===== config.mk =====
export PLATFORM = sky130hd
export DESIGN_NAME = up_down_key_ctrl
export DESIGN_NICKNAME = d
export VERILOG_FILES = /design/src/rtl/up_down_key_pkg.sv /design/src/rtl/up_down_key_ctrl_debounce.sv /design/src/rtl/up_down_key_ctrl.sv
export SDC_FILE = /design/constraint.sdc
export NUM_CORES = 1
export LEC_CHECK = 0
export CAP_MARGIN = 10
export CELL_PAD_IN_SITES_DETAIL_PLACEMENT = 0
export CELL_PAD_IN_SITES_GLOBAL_PLACEMENT = 1
export CORE_AREA = 2 2 108 110
export CTS_CLUSTER_SIZE = 12
export DETAILED_ROUTE_END_ITERATION = 8
export DIE_AREA = 0 0 110 112
export GPL_TIMING_DRIVEN = 0
export PLACE_DENSITY = 0.78
export SLEW_MARGIN = 20
export SYNTH_ARGS = -nofsm -noshare
export SYNTH_HDL_FRONTEND = slang
export SYNTH_SLANG_ARGS = --single-unit
export TNS_END_PERCENT = 1

===== constraint.sdc =====
create_clock -name Clk -period 9.3 [get_ports Clk]
set_input_delay 0.93 -clock Clk [delete_from_list [all_inputs] [get_ports Clk]]
set_output_delay 0.93 -clock Clk [all_outputs]
set_load 0.01 [all_outputs]

===== src/rtl/up_down_key_pkg.sv =====
// up_down_key_pkg: key indices, owner FSM encoding and press-priority helper
// shared by the Up/Down game push-button front end.
`default_nettype none

package up_down_key_pkg;

  localparam int NUM_KEYS  = 3;
  localparam int KEY_NUM0  = 0;
  localparam int KEY_NUM1  = 1;
  localparam int KEY_START = 2;

  typedef logic [1:0] key_idx_t;

  localparam logic [1:0] ST_IDLE     = 2'd0;
  localparam logic [1:0] ST_HOLD     = 2'd1;
  localparam logic [1:0] ST_REPEAT   = 2'd2;
  localparam logic [1:0] ST_WAIT_REL = 2'd3;

  // Simultaneous presses resolve Start > Num1 > Num0.
  function automatic key_idx_t pick_key(input logic [NUM_KEYS-1:0] fall);
    key_idx_t idx;
    if (fall[KEY_START])     idx = key_idx_t'(KEY_START);
    else if (fall[KEY_NUM1]) idx = key_idx_t'(KEY_NUM1);
    else                     idx = key_idx_t'(KEY_NUM0);
    return idx;
  endfunction

endpackage

`default_nettype wire


===== src/rtl/up_down_key_ctrl_debounce.sv =====
// key_debounce: 2-flop synchroniser plus stable-level debouncer for one
// active-low button, with one-cycle falling/rising flags on accepted changes.
`default_nettype none

module key_debounce #(
  parameter int DEB_CYC = 500000
) (
  input  logic clk_i,
  input  logic rst_i,
  input  logic key_i,
  output logic level_o,
  output logic fall_o,
  output logic rise_o
);

  localparam int CW = $clog2(DEB_CYC) + 1;
  localparam logic [CW-1:0] CNT_LAST = CW'(DEB_CYC - 1);

  logic [1:0]    sync_q;
  logic          stable_q, stable_d;
  logic [CW-1:0] cnt_q, cnt_d;
  logic          fall_q, fall_d;
  logic          rise_q, rise_d;

  always_comb begin
    cnt_d    = '0;
    stable_d = stable_q;
    fall_d   = 1'b0;
    rise_d   = 1'b0;
    if (sync_q[1] != stable_q) begin
      // Accept only after the mismatch has held for DEB_CYC cycles.
      if (cnt_q == CNT_LAST) begin
        stable_d = sync_q[1];
        fall_d   = ~sync_q[1];
        rise_d   = sync_q[1];
      end else begin
        cnt_d = cnt_q + 1'b1;
      end
    end
  end

  always_ff @(posedge clk_i or posedge rst_i) begin
    if (rst_i) begin
      sync_q   <= 2'b11;
      stable_q <= 1'b1;
      cnt_q    <= '0;
      fall_q   <= 1'b0;
      rise_q   <= 1'b0;
    end else begin
      sync_q   <= {sync_q[0], key_i};
      stable_q <= stable_d;
      cnt_q    <= cnt_d;
      fall_q   <= fall_d;
      rise_q   <= rise_d;
    end
  end

  assign level_o = stable_q;
  assign fall_o  = fall_q;
  assign rise_o  = rise_q;

endmodule

`default_nettype wire


===== src/rtl/up_down_key_ctrl.sv =====
// up_down_key_ctrl: debounces Num0/Num1/Start, arbitrates a single owner key
// and emits active-low one-clock strobes with hold-to-repeat on digit keys.
`default_nettype none

module up_down_key_ctrl
  import up_down_key_pkg::*;
#(
  parameter int DEB_CYC = 500000,
  parameter int REP_DLY = 25000000,
  parameter int REP_PER = 5000000
) (
  input  logic       Clk,
  input  logic       Rst,
  input  logic       i_Key0,
  input  logic       i_Key1,
  input  logic       i_Start,
  output logic       o_fNum0,
  output logic       o_fNum1,
  output logic       o_fStart,
  output logic [2:0] o_Held
);

  localparam int RMAX = (REP_DLY > REP_PER) ? REP_DLY : REP_PER;
  localparam int RW   = $clog2(RMAX) + 1;
  localparam logic [RW-1:0] DLY_LAST = RW'(REP_DLY - 1);
  localparam logic [RW-1:0] PER_LAST = RW'(REP_PER - 1);

  logic [NUM_KEYS-1:0] w_raw;
  logic [NUM_KEYS-1:0] w_level;
  logic [NUM_KEYS-1:0] w_fall;
  logic [NUM_KEYS-1:0] w_rise;

  assign w_raw = {i_Start, i_Key1, i_Key0};

  for (genvar k = 0; k < NUM_KEYS; k++) begin : g_key
    key_debounce #(
      .DEB_CYC (DEB_CYC)
    ) u_deb (
      .clk_i   (Clk),
      .rst_i   (Rst),
      .key_i   (w_raw[k]),
      .level_o (w_level[k]),
      .fall_o  (w_fall[k]),
      .rise_o  (w_rise[k])
    );
  end

  logic [1:0]          state_q, state_d;
  key_idx_t            owner_q, owner_d;
  logic [RW-1:0]       rcnt_q, rcnt_d;
  logic [NUM_KEYS-1:0] strobe_q, strobe_d;
  logic                w_release;

  assign w_release = w_level[owner_q] | w_rise[owner_q];

  always_comb begin
    state_d  = state_q;
    owner_d  = owner_q;
    rcnt_d   = rcnt_q;
    strobe_d = '0;
    case (state_q)
      ST_IDLE: begin
        // Only fresh falling edges are served; keys held from an earlier
        // ownership must be released and pressed again.
        if (|w_fall) begin
          owner_d  = pick_key(w_fall);
          strobe_d = 3'b001 << owner_d;
          rcnt_d   = '0;
          state_d  = (owner_d == key_idx_t'(KEY_START)) ? ST_WAIT_REL : ST_HOLD;
        end
      end
      ST_HOLD: begin
        if (w_release) begin
          state_d = ST_IDLE;
          rcnt_d  = '0;
        end else if (rcnt_q == DLY_LAST) begin
          strobe_d = 3'b001 << owner_q;
          rcnt_d   = '0;
          state_d  = ST_REPEAT;
        end else begin
          rcnt_d = rcnt_q + 1'b1;
        end
      end
      ST_REPEAT: begin
        if (w_release) begin
          state_d = ST_IDLE;
          rcnt_d  = '0;
        end else if (rcnt_q == PER_LAST) begin
          strobe_d = 3'b001 << owner_q;
          rcnt_d   = '0;
        end else begin
          rcnt_d = rcnt_q + 1'b1;
        end
      end
      ST_WAIT_REL: begin
        if (w_release) begin
          state_d = ST_IDLE;
        end
      end
      default: begin
        state_d = ST_IDLE;
        rcnt_d  = '0;
      end
    endcase
  end

  always_ff @(posedge Clk or posedge Rst) begin
    if (Rst) begin
      state_q  <= ST_IDLE;
      owner_q  <= '0;
      rcnt_q   <= '0;
      strobe_q <= '0;
    end else begin
      state_q  <= state_d;
      owner_q  <= owner_d;
      rcnt_q   <= rcnt_d;
      strobe_q <= strobe_d;
    end
  end

  assign o_fNum0  = ~strobe_q[KEY_NUM0];
  assign o_fNum1  = ~strobe_q[KEY_NUM1];
  assign o_fStart = ~strobe_q[KEY_START];
  assign o_Held   = ~w_level;

endmodule

`default_nettype wire


==> results of run 1 <==
-- cell families (layout without fill, tap and decap cells) --
| group | count (synthesis) | after routing |
|---|---|---|
| adder cells (fa/ha/maj) | 9 | 9 |
| buffers and inverters | 44 | 71 |
| XOR/XNOR | 68 | 68 |
| AND/OR/NAND/NOR | 269 | 269 |
| multiplexers | 4 | 4 |
| AO/OA/AOI/OAI | 58 | 58 |
| flip-flops | 108 | 108 |
-- sequential cells by signal, indices dropped and copies added (netlist names) --
name	flops
g_key.u_deb.rise_o	3
g_key.u_deb.cnt_q	60
strobe_q	3
rcnt_q	26
g_key.u_deb.sync_q	6
g_key.u_deb.level_o	3
owner_q	2
g_key.u_deb.fall_o	3
state_q	2
-- power by group through the flow --
| stage | sequential (W) | clock, W | combinational (W) |
|---|---|---|---|
| 2_1_floorplan | 0.000487 | 0 | 0.0000168 |
| 3_3_place_gp | 0.000488 | 0 | 0.0000233 |
| 3_5_place_dp | 0.000488 | 0 | 0.0000254 |
| 4_1_cts | 0.000479 | 0.000388 | 0.0000255 |
| 5_1_grt | 0.000480 | 0.000406 | 0.0000287 |
| 6_report | 0.000479 | 0.000373 | 0.0000243 |
-- worst max-delay path by stage --
stage,end,startpoint,slack [ns]
final,o_Held[1],g_key[1].u_deb.level_o$_DFFE_PP1P_,6.88
after global routing,rcnt_q[8]$_DFFE_PP0P_,state_q[1]$_DFFE_PP0P_,6.59
after CTS,o_Held[0],g_key[0].u_deb.level_o$_DFFE_PP1P_,6.86
after detailed placement,rcnt_q[8]$_DFFE_PP0P_,state_q[1]$_DFFE_PP0P_,6.94
after global placement,rcnt_q[5]$_DFFE_PP0P_,Rst,3.95
after floorplan,g_key[0].u_deb.cnt_q[0]$_DFF_PP0_,Rst,5.54
-- cells in the mapped netlist, drive strengths merged (12+ instances only) --
library cell,number,share of area [%]
dfrtp,99,45
nor2,86,5.9
nand2,40,2.9
xnor2,39,6.2
nand3,33,3.0
xor2,29,4.6
inv,27,1.8
nand4,23,2.6
and3,17,1.9
nor3,17,1.6
a21oi,15,1.4
o21ai,14,1.5
or3,12,1.4
-- layout make-up --
cell class,instances,area (um^2)
Tap cell,143,179
Timing Repair Buffer,11,128
Fill cell,1018,5090
Clock inverter,3,26.3
Multi-Input combinational cell,408,2560
Sequential cell,108,2710
Clock buffer,13,260
Buffer,17,103
Inverter,27,106
-- stage by stage --
step                      hold slack (ns)  instance area [um^2]  utilization (%)  cells  total power (W)
after floorplan                     0.345                  5480                -    560         0.000504
after global placement              0.346                  5760             51.6    713         0.000511
after detailed placement            0.347                  5790             51.9    714         0.000514
after CTS                           0.358                  6080             54.4    730         0.000893
after global routing                0.360                  6080             54.4    730         0.000915
final                               0.357                  6080             54.4    730         0.000877
-- routing by layer --
layer / GRT usage [%] / part of all wire, % / up-vias / wire [um]
li1: - / - / 1992 / -
met1: 28.2 / 49 / 1947 / 5110
met2: 28.5 / 47 / 45 / 4900
met3: 5.56 / 3.0 / 5 / 309
met4: 5.82 / 0.91 / 0 / 95
met5: 0 / 0 / - / 0
==> impl_results.md, run 1 <==
- Fin crit period: 2.42 ns
- PortBufs: 10
- CP arrival: 1.49 ns
- Initial Utilization: 49.1%
- Reg-to-Reg End: rcnt_q[8]$_DFFE_PP0P_
- Post-Syn Instances: 560
- Clk pin slew, worst setup/hold paths: 0.07 ns
- FF-to-FF Start: state_q[1]$_DFFE_PP0P_
- Row count: 39
- Post-synth EDFFs: 0
- Commonest non-fill, non-tap cell in the layout: dfrtp_1
- Hold Crit Class: reg2reg
- Width of the die: 110 um
- Reg2reg setup slack: 6.90 ns
- Syn_area_per_cell: 9.79 um^2
- Post-cts hold buffer count: 0
- Tightest Pin Transition: 0.662 ns
- Synthesized flop and latch total: 108
- Fraction of layout cells with a size suffix above 1: 8.69%
- FMAX: 413 MHz
- Hpwl dp: 7.10 mm
- Worst Path Buf+Inv: 2
- Antenna Diode Count: 0
- Adder-Cell Fraction of Synth Area: 2.05%
- Largest delay share family, worst path: flip-flops
- Core area: 11,200 um^2
- Main combinational cell family by area after synthesis: simple AND/OR/NAND/NOR gates
- Asr flop ratio synth: 100%
- Comb power frac: 2.8%
- Final slew viol count: 0
- CTS root buf: clkbuf_16
- Sw frac: 22.2%
- Resized Gates After CTS: 0
- Clock power frac: 42.6%
- Netlist cell types: 54
- Remaining DRCs: 0
- Clk Latency, worst-skew pair: 0.35 ns
- Simple-gate share of the synthesized area: 25.6%
- Internal: 0.000682 W
- Sequential fraction of design power: 54.7%
- Sum Neg Setup Slack: 0 ns
- First-pass DRT Iterations: 5
- First-pass GRT wire length: 18.9 mm
- Initial antenna violation count: 0
- Critical Path Fanout Max: 5
- Syn. warnings: 0
- Mapped Nets: 574
- Most frequent cells in the layout: dfrtp_1, nor2_1, xnor2_1
- Static leakage: 2.51 nW
- Final worst path period share: 26.0%
- Final Hold Vio Count: 0
- CTS tree: done
- GRT Residual Overflow: 0
- Setup slack after placement: 6.94 ns
- Die height: 112 um
- Number of I/O pins: 11
- Clock buffers created by TritonCTS: 9
- CP max stage cell: dfstp_2
- Xor and xnor fraction of the mapped netlist area: 10.9%
- Critical Path End Type: primary output
- Vias in the first global route: 3,941
- Worst R2R Path Depth: 8
- Drt wl/cell: 14.3 um
- Post-CTS setup buffers: 0
- Ys flop type: dfrtp_1
- Clock Skews: 0.00969 ns
- Synth Area in Compound Gates: 7.39%
- CP max stage delay: 0.58 ns
- Crit path kind: reg2out
- Setup violators final: 0
- NetSw: 0.000194 W
- 1st-iter DRT viols: 217
- P&R area growth vs syn: 10.9%
- Power density over cell area: 144 nW/um^2
- CP startpoint kind: flip-flop
- Crit path required time: 8.37 ns
- Full die area: 12,300 um^2
- Normalized max-slew margin: 55.9%
- Detail Route Antenna Nets: 0
- GRT Total Usage: 19.5%
- Max clock buf depth: 2
- Multiplexer area fraction after synthesis: 0.867%
- Sequential fraction of the synthesis area: 49.5%
- Post-Syn Area: 5480 um^2
- Drt via density: 5.46
- Hold path cells: 0
- Cells along the critical path: inv_1 -> clkdlybuf4s50_1
- Outcome: finished, final reports clean
- Largest net degree at the start of global routing: 79
- Clk sink count: 108
- WHS Endpoint: g_key[0].u_deb.sync_q[1]$_DFF_PP1_
- CTS H-tree lvls: 3
- # nets final: 596
- Hold path start: g_key[0].u_deb.sync_q[0]$_DFF_PP1_
- Max cap viols: 0
- Setup slack after layout: 6.88 ns
- Max IR drop VDD: 0.121 mV
- RePlAce Congestion: 0.812
- Crit path depth: 2
- RSZ-0062 raised after global routing: no
- Routed wire length: 10.4 mm
- DR vias: 3,989
Note: power is estimated with default switching activity, not from simulation.
==> inputs of run 2 (changes only) <==
CORE_AREA = 2 2 115 117   (was 2 2 108 110)
DIE_AREA = 0 0 117 119   (was 0 0 110 112)
PLACE_DENSITY = 0.72   (was 0.78)
clock period = 1.95 ns   (was 9.3 ns; I/O delays follow)
==> run 2 against run 1 <==
Against the previous run:
- the flow now finishes with violations (setup timing)
- non-clock buffer count increased by 22
- setup slack got worse by 6.9 ns
- hold slack got worse by 0.11 ns
- clock-buffer cell count decreased by 1
- die area increased by 13%
- via count increased by 3.1%
- global-route usage decreased by 1.6 points
- critical path type is now reg2reg
- critical endpoint is now rcnt_q[3]$_DFFE_PP0P_
==> impl_results.md, run 2 (synthesis results as in run 1) <==
- Fill cell count: 1,169 (+15%)
- Failing checks: setup timing
- Largest Register: g_key.u_deb.cnt_q
- Initial Utilization: 42.6% (-6.5 points)
- 1st-iter DRT viols: 145 (-33%)
- PortBufs: 10 (unchanged)
- Routed wire length: 11.3 mm (+8.2%)
- Hold Crit Class: in2reg
- Clock buffers created by TritonCTS: 9 (unchanged)
- Total Power: 0.00422 W (+380%)
- Vias in the first global route: 4,161 (+5.6%)
- Clk sink count: 108 (unchanged)
- CP startpoint kind: flip-flop
- First-pass DRT Iterations: 4 (-1)
- Clk pin slew, worst setup/hold paths: 0.07 ns (about the same)
- Sequential cell area: 2720 um^2 (about the same)
- Final slew viol count: 0 (unchanged)
- Crit path kind: reg2reg
- P&R area growth vs syn: 19.6%
- Largest net degree at the start of global routing: 31 (-61%)
- Fin crit period: 1.98 ns
- Static leakage: 2.68 nW (+6.6%)
- Max IR drop VDD: 0.406 mV (+230%)
- GRT Residual Overflow: 0 (unchanged)
- Number of I/O pins: 11 (unchanged)
- Remaining DRCs: 0 (unchanged)
- Width of the die: 117 um (+6.4%)
- Max clock buf depth: 2 (unchanged)
- RePlAce Congestion: 0.773 (-4.8%)
- Sum Neg Setup Slack: -0.288 ns (-0.288 ns)
- Commonest non-fill, non-tap cell in the layout: dfrtp_1
- Detail Route Antenna Nets: 0 (unchanged)
- CTS tree: done
- Full die area: 13,900 um^2 (+13%)
- Most frequent cells in the layout: dfrtp_1, nor2_1, xnor2_1
- Setup violators final: 18 (+18)
- Max FFs per register: 60 (unchanged)
- Placed Instances: 749 (+4.9%)
- CP arrival: 2.20 ns (+0.71 ns)
- Die height: 119 um (+6.3%)
- Multi-input gate area: 2760 um^2 (+7.6%)
- Final worst path period share: 101%
- FMAX: 506 MHz
- DR vias: 4,114 (+3.1%)
- Tightest Pin Transition: 0.698 ns (+0.0362 ns)
- Clk Latency, worst-skew pair: 0.35 ns (about the same)
- CTS root buf: clkbuf_16
- RSZ-0062 raised after global routing: yes
- Row count: 42 (+7.7%)
- Final Hold Vio Count: 0 (unchanged)
- Drt wl/cell: 14.4 um (+0.61%)
- Fraction of layout cells with a size suffix above 1: 17.6% (+8.9 points)
- Clock Skews: 0.00815 ns (-0.00154 ns)
- Critical Path Fanout Max: 5 (unchanged)
- Power density over cell area: 643 nW/um^2 (+350%)
- Hpwl dp: 7.41 mm (+4.4%)
- Hold_ws: 0.245 ns (-0.111 ns)
- Normalized max-slew margin: 53.3% (-2.5 points)
- # nets final: 618 (+3.7%)
- Crit path required time: 2.18 ns (-6.19 ns)
- Drt via density: 5.24 (-4.1%)
- GRT Total Usage: 17.9% (-1.6 points)
- Top Registers: g_key.u_deb.cnt_q x60, rcnt_q x26, g_key.u_deb.sync_q x6
- Initial antenna violation count: 0 (unchanged)
- Non-Filler Instances: 785 (+7.5%)
- CTS H-tree lvls: 3 (unchanged)
- Setup slack after layout: -0.0264 ns (-6.91 ns)
- Outcome: finished, violations left
- Core area: 12,900 um^2 (+15%)
- Antenna Diode Count: 0 (unchanged)
- Max cap viols: 0 (unchanged)
- Critical Path End Type: flip-flop
- First-pass GRT wire length: 19.9 mm (+5.0%)
-- run 2: cell types whose count changed in the layout (fill, tap and decap cells not counted), moves of 3 or more --
cell	change
ha_2	+3
ha_1	-6
ha_4	+3
nor3_1	-3
nor3_2	+3
clkbuf_1	-6
buf_6	+3
buf_8	+3
buf_4	+17
nor4_1	-3
nor4_2	+3
-- run 2: metrics by stage --
| step | util (%) | worst slack (ns) | instance area (um^2) |
|---|---|---|---|
| CTS | 50.0 | -0.119 | 6440 |
| floorplan | - | -0.0971 | 5490 |
| finish | 50.9 | -0.0264 | 6560 |
| global placement | 45.1 | -0.642 | 5810 |
| detailed placement | 45.6 | -0.481 | 5870 |
| global route | 50.9 | -0.136 | 6560 |
-- run 2: path summary, 6_finish.rpt --
| kind | startpoint | endpoint | slack, ns | cells past startpoint |
|---|---|---|---|---|
| min | i_Key0 | g_key[0].u_deb.sync_q[0]$_DFF_PP1_ | 0.25 | 1 |
| max | rcnt_q[20]$_DFFE_PP0P_ | rcnt_q[3]$_DFFE_PP0P_ | -0.03 | 6 |
| max in group asynchronous | Rst | g_key[0].u_deb.level_o$_DFFE_PP1P_ | 0.82 | 4 |
| min in group asynchronous | Rst | g_key[1].u_deb.cnt_q[12]$_DFF_PP0_ | 0.30 | 2 |
| min reg2reg | g_key[1].u_deb.sync_q[0]$_DFF_PP1_ | g_key[1].u_deb.sync_q[1]$_DFF_PP1_ | 0.36 | 0 |
| max reg2reg | rcnt_q[20]$_DFFE_PP0P_ | rcnt_q[3]$_DFFE_PP0P_ | -0.03 | 6 |
-- run 2: layer usage --
metal / global-route usage [%] / vias up / wire length (um)
met5: 0 / - / 0
met4: 7.21 / 0 / 198
met3: 2.75 / 11 / 277
met2: 27.9 / 43 / 5230
met1: 24.8 / 2024 / 5560
li1: - / 2036 / -
-- run 2: power breakdown --
group / switching [W] / internal [W] / total [W] / leakage (nW)
sequential: 0.0000229 / 0.00227 / 0.00229 / 1.47
combinational: 0.0000844 / 0.0000579 / 0.000142 / 1.07
clock: 0.000841 / 0.000945 / 0.00179 / 0.143
total: 0.000949 / 0.00327 / 0.00422 / 2.68
-- run 2: area by class of cell --
cell class	instances	area share [%]
multi-input cells	408	42.1
flip-flops and latches	108	41.4
repair buffers	34	5.02
clock buffers	12	3.91
well taps	176	3.36
plain buffers	16	2.16
inverters	27	1.60
clock inverters	4	0.477
-- run 2: critical path: stages, from the launching register on --
cell and delay, ns:
dfrtp_1 0.42, or4_4 0.54, nor4_4 0.26, a211oi_4 0.13
o21ai_4 0.24, buf_4 0.18, o211ai_1 0.09
-- run 2: timing repair --
item | 4_1_cts | 5_1_grt
hold buffers | 0 | 0
pin swaps | 16 | 9
gates resized for setup | 40 | 21
endpoints found under the setup margin | 82 | 70
buffers inserted | 16 | 4
gates cloned | 1 | 0
